--- config.mk ---
export PLATFORM = sky130hd
export DESIGN_NAME = serial_adder
export DESIGN_NICKNAME = d
export VERILOG_FILES = /design/src/rtl/serial_adder.sv
export SDC_FILE = /design/constraint.sdc
export NUM_CORES = 1
export LEC_CHECK = 0
export CORE_MARGIN = 3
export CORE_UTILIZATION = 30
export DETAILED_ROUTE_END_ITERATION = 10
export GPL_ROUTABILITY_DRIVEN = 0
export GPL_TIMING_DRIVEN = 0
export REMOVE_ABC_BUFFERS = 1
export SYNTH_ARGS = -nofsm -noshare
export SYNTH_HDL_FRONTEND = slang
export SYNTH_SLANG_ARGS = --single-unit
export TNS_END_PERCENT = 10
--- constraint.sdc ---
create_clock -name clk -period 1.6 [get_ports clk]
set_input_delay 0.48 -clock clk [delete_from_list [all_inputs] [get_ports clk]]
set_output_delay 0.48 -clock clk [all_outputs]
set_load 0.1 [all_outputs]
--- src/rtl/serial_adder.sv ---
// serial_adder: bit-serial adder built around one 1-bit full-add cell.
// Operands are captured on an accepted start, added LSB-first one bit per
// clock, and the result is published with a one-cycle done pulse.
module serial_adder #(
  parameter int unsigned WIDTH = 4
) (
  input  logic             clk,
  input  logic             rst,
  input  logic             start,
  input  logic [WIDTH-1:0] a,
  input  logic [WIDTH-1:0] b,
  input  logic             cin,
  output logic             busy,
  output logic             done,
  output logic [WIDTH-1:0] sum,
  output logic             cout
);

  localparam int unsigned CNT_W = (WIDTH > 2) ? $clog2(WIDTH) : 1;
  localparam logic [CNT_W-1:0] LAST_BIT = CNT_W'(WIDTH - 1);

  // One state bit per decoded output so busy/done come straight off flops.
  typedef enum logic [1:0] {
    IDLE  = 2'b00,
    SHIFT = 2'b01,
    DONE  = 2'b10
  } state_e;

  state_e           state_q, state_d;
  logic [WIDTH-1:0] a_sh_q, a_sh_d;
  logic [WIDTH-1:0] b_sh_q, b_sh_d;
  logic [WIDTH-1:0] psum_q, psum_d;
  logic [WIDTH-1:0] sum_q, sum_d;
  logic             carry_q, carry_d;
  logic             cout_q, cout_d;
  logic [CNT_W-1:0] cnt_q, cnt_d;
  logic             fa_s_c;
  logic             fa_co_c;

  // Single full-add cell fed by the operand LSBs and the carry register.
  always_comb begin
    fa_s_c  = a_sh_q[0] ^ b_sh_q[0] ^ carry_q;
    fa_co_c = (a_sh_q[0] & b_sh_q[0]) | (carry_q & a_sh_q[0]) | (carry_q & b_sh_q[0]);
  end

  // Next-state and datapath update; every register holds unless its state acts.
  always_comb begin
    state_d = state_q;
    a_sh_d  = a_sh_q;
    b_sh_d  = b_sh_q;
    psum_d  = psum_q;
    sum_d   = sum_q;
    carry_d = carry_q;
    cout_d  = cout_q;
    cnt_d   = cnt_q;

    case (state_q)
      IDLE: begin
        if (start) begin
          a_sh_d  = a;
          b_sh_d  = b;
          psum_d  = '0;
          carry_d = cin;
          cnt_d   = '0;
          state_d = SHIFT;
        end
      end

      SHIFT: begin
        a_sh_d  = {1'b0, a_sh_q[WIDTH-1:1]};
        b_sh_d  = {1'b0, b_sh_q[WIDTH-1:1]};
        psum_d  = {fa_s_c, psum_q[WIDTH-1:1]};
        carry_d = fa_co_c;
        cnt_d   = cnt_q + CNT_W'(1);
        if (cnt_q == LAST_BIT) begin
          // Publish the completed word together with the final carry.
          sum_d   = {fa_s_c, psum_q[WIDTH-1:1]};
          cout_d  = fa_co_c;
          state_d = DONE;
        end
      end

      DONE: begin
        state_d = IDLE;
      end

      default: begin
        state_d = IDLE;
      end
    endcase
  end

  // State and datapath registers with synchronous reset taking priority.
  always_ff @(posedge clk) begin
    if (rst) begin
      state_q <= IDLE;
      a_sh_q  <= '0;
      b_sh_q  <= '0;
      psum_q  <= '0;
      sum_q   <= '0;
      carry_q <= 1'b0;
      cout_q  <= 1'b0;
      cnt_q   <= '0;
    end else begin
      state_q <= state_d;
      a_sh_q  <= a_sh_d;
      b_sh_q  <= b_sh_d;
      psum_q  <= psum_d;
      sum_q   <= sum_d;
      carry_q <= carry_d;
      cout_q  <= cout_d;
      cnt_q   <= cnt_d;
    end
  end

  assign busy = state_q[0];
  assign done = state_q[1];
  assign sum  = sum_q;
  assign cout = cout_q;

endmodule

==> flow_summary.yaml <==
status:
  status: "finished clean"
critical_path:
  regToRegStartpoint: "state_q[0]$_SDFFE_PP0P_"
  crit_arrival_ps: 1080
  cp_cell_sequence: "buf_6"
  r2r_slack_ps: 200
  cp_slowest_stage_delay_ps: 510
  r2r_cells: 3
  required_ps: 1120
  critical_path.n_buffers_inverters: 1
  crit_type: "reg -> out"
  worstReg2RegEnd: "sum[3]$_SDFFE_PP0P_"
  critPathMaxFanout: 10
  crit_family: "flip-flops"
  cp-start-kind: "register"
  end_kind: "output port"
  crit_slowest_cell: "dfxtp_1"
global_route:
  grt_max_degree: 22
  grt.overflow.total: 0
  grt_use_met2_pct: 15.9
  grt_pass1_vias: 659
  gr-usage-met1_pct: 13.7
  groute.usage.overall_pct: 10.1
  top_usage_layer: "met2"
  use_met3_pct: 1.96
  grt_pass1_wl_mm: 2.78
  antenna_found_initial: 0
synth:
  synthCells: 91
  synth-async-reset-ratio_pct: 0
  synth_edf_count: 0
  synth_top_area_cell: "dfxtp_1"
  postSynthAreaPerCell_sq_um: 9.47
  ys.flop_type: "dfxtp_1"
  yosys_warnings: 0
  synth_cell_types: 22
  netlist_area_sq_um: 862
  ys_ff_latch: 21
  synth_top_area_share_pct: 48.8
  yosysSeqAreaShare_pct: 48.8
  ys_top_cells_by_area: "dfxtp_1, mux2i_1, nor2_1, a211oi_1, a22oi_1"
  synth_top_cells_by_count: "dfxtp_1, nor2_1, mux2i_1"
  yosys.cell_count.top_type: "dfxtp_1"
clocking:
  clk_pin_slew_ps: 110
  htreeDepth: 1
  cts.sinks: 21
  cts_root_buffer: "clkbuf_4"
  numCtsBuffers: 3
  cts_tree: "built"
  clockBufferDepth: 2
  cts_setup_buffers: 0
  clock_latency_ps: 290
die:
  io-pin-count: 19
  initial_utilization_pct: 33.0
  die_y_um: 59.6
  die_area_sq_mm: 0.00355
  core_area_sq_mm: 0.00261
  rows: 18
  die_x_um: 59.6
sta:
  finClkSkew_ps: 1.01
  rsz0062_at_grt: "yes"
  setup_tns_ps: 0
  slew_viol_final: 0
  slew_headroom_pct: 49.1
  fin_ws_ps: 40.4
  max_slew.worst_pin.slew_ps: 762
  period_share_pct: 97.5
  max_freq_mhz: 641
  setup_viol: 0
  post-route-min-period_ps: 1560
  hold_violations: 0
run:
  max-cap-violations: 0
final_layout:
  syn_to_final_growth_pct: 23.2
  nets: 123
  nFillCells: 275
  stdcell_count: 138
  drive_gt1_share_pct: 12.0
  antenna_cells: 0
detailed_routing:
  vias: 676
  drt_iter0_markers: 5
  firstDrtPassIters: 4
  vias_per_cell: 4.90
  wirelength_mm: 1.60
  wire_per_inst_um: 11.6
  drc: 0
  antenna_left: 0
worst_hold_path:
  min_from: "sum[2]$_SDFFE_PP0P_"
  min_path_cells: 2
  whs_endpoint: "sum[2]$_SDFFE_PP0P_"
  hp-class: "reg -> reg"
placed_design:
  dpl.cell_count: 134
  portBuffers: 18
  detailed_place_hpwl_mm: 1.15
  place_ws_ps: -815
power_and_ir_drop:
  p_leak_nw: 0.415
  ir_drop_mv: 0.399
  p_per_area_mw_per_mm2: 894
stage by stage:
step	power (mW)	hold slack [ps]	utilization [%]	area (sq um)
finish	0.950	458	40.7	1060
global route	1.00	491	40.7	1060
CTS	0.966	462	40.9	1070
detailed placement	0.719	449	40.4	1050
global placement	0.715	445	40.4	1050
floorplan	0.660	437	-	837
cell type report:
type / count / area [sq um] / share of cell area (%)
Clock buffer: 4 / 26.3 / 2.47
Inverter: 1 / 3.75 / 0.353
Multi-Input combinational cell: 64 / 413 / 38.9
Sequential cell: 21 / 424 / 39.9
Tap cell: 30 / 37.5 / 3.53
Timing Repair Buffer: 18 / 158 / 14.8
cell families after synthesis:
group                    synth area share (%)
adder cells (fa/ha/maj)                  3.77
multiplexers                             9.29
flip-flops                               48.8
AND/OR/NAND/NOR                          18.4
buffers and inverters                    3.34
AO/OA/AOI/OAI                            16.4
placed cells by master, fill, tap and decap left out, drive strengths merged, types with 5 or more instances in the layout:
| cell type | synthesis | routed |
|---|---|---|
| a211oi | 6 | 6 |
| a21oi | 6 | 6 |
| a22oi | 6 | 6 |
| buf | 3 | 7 |
| clkdlybuf4s50 | 0 | 11 |
| dfxtp | 21 | 21 |
| mux2i | 8 | 8 |
| nand2 | 5 | 5 |
| nand3 | 5 | 5 |
| nor2 | 15 | 15 |
layer usage:
| metal | part of all wire, % | vias up | routed length (um) |
|---|---|---|---|
| met3 | 4.6 | 2 | 73 |
| li1 | - | 356 | - |
| met4 | 0.44 | 0 | 7 |
| met5 | 0 | - | 0 |
| met1 | 50 | 303 | 798 |
| met2 | 45 | 15 | 724 |
state kept, by name, summed over array words and instances, names as in the netlist:
signal and count:
state_q 2, a_sh_q 4, cout 1, sum 4, b_sh_q 4, cnt_q 2
carry_q 1, psum_q 3
worst min-delay path, cell delays in order (launching register included):
cell,delay (ps)
dfxtp_1,320
nand2_1,50
a21oi_1,50
report_power, final:
group | total [mW] | switching, mW | internal (mW)
combinational | 0.135 | 0.0676 | 0.0674
sequential | 0.570 | 0.0227 | 0.548
clock | 0.245 | 0.148 | 0.0970
total | 0.950 | 0.238 | 0.712
what timing repair did:
item,in CTS,in global routing
setup endpoints to repair,17,7
hold buffers,0,0
gates resized for setup,40,1
worst max path at each step:
stage / slack [ps] / to / start / cells after the start
after floorplan: -420 / cout$_SDFFE_PP0P_ / state_q[0]$_SDFFE_PP0P_ / 3
after global placement: -810 / busy / state_q[0]$_SDFFE_PP0P_ / 1
after detailed placement: -820 / busy / state_q[0]$_SDFFE_PP0P_ / 1
after CTS: -60 / sum[0] / sum[0]$_SDFFE_PP0P_ / 1
after global routing: -30 / sum[0]$_SDFFE_PP0P_ / state_q[0]$_SDFFE_PP0P_ / 3
final: 40 / done / state_q[1]$_SDFFE_PP0P_ / 1
(Power assumes the default switching activity.)
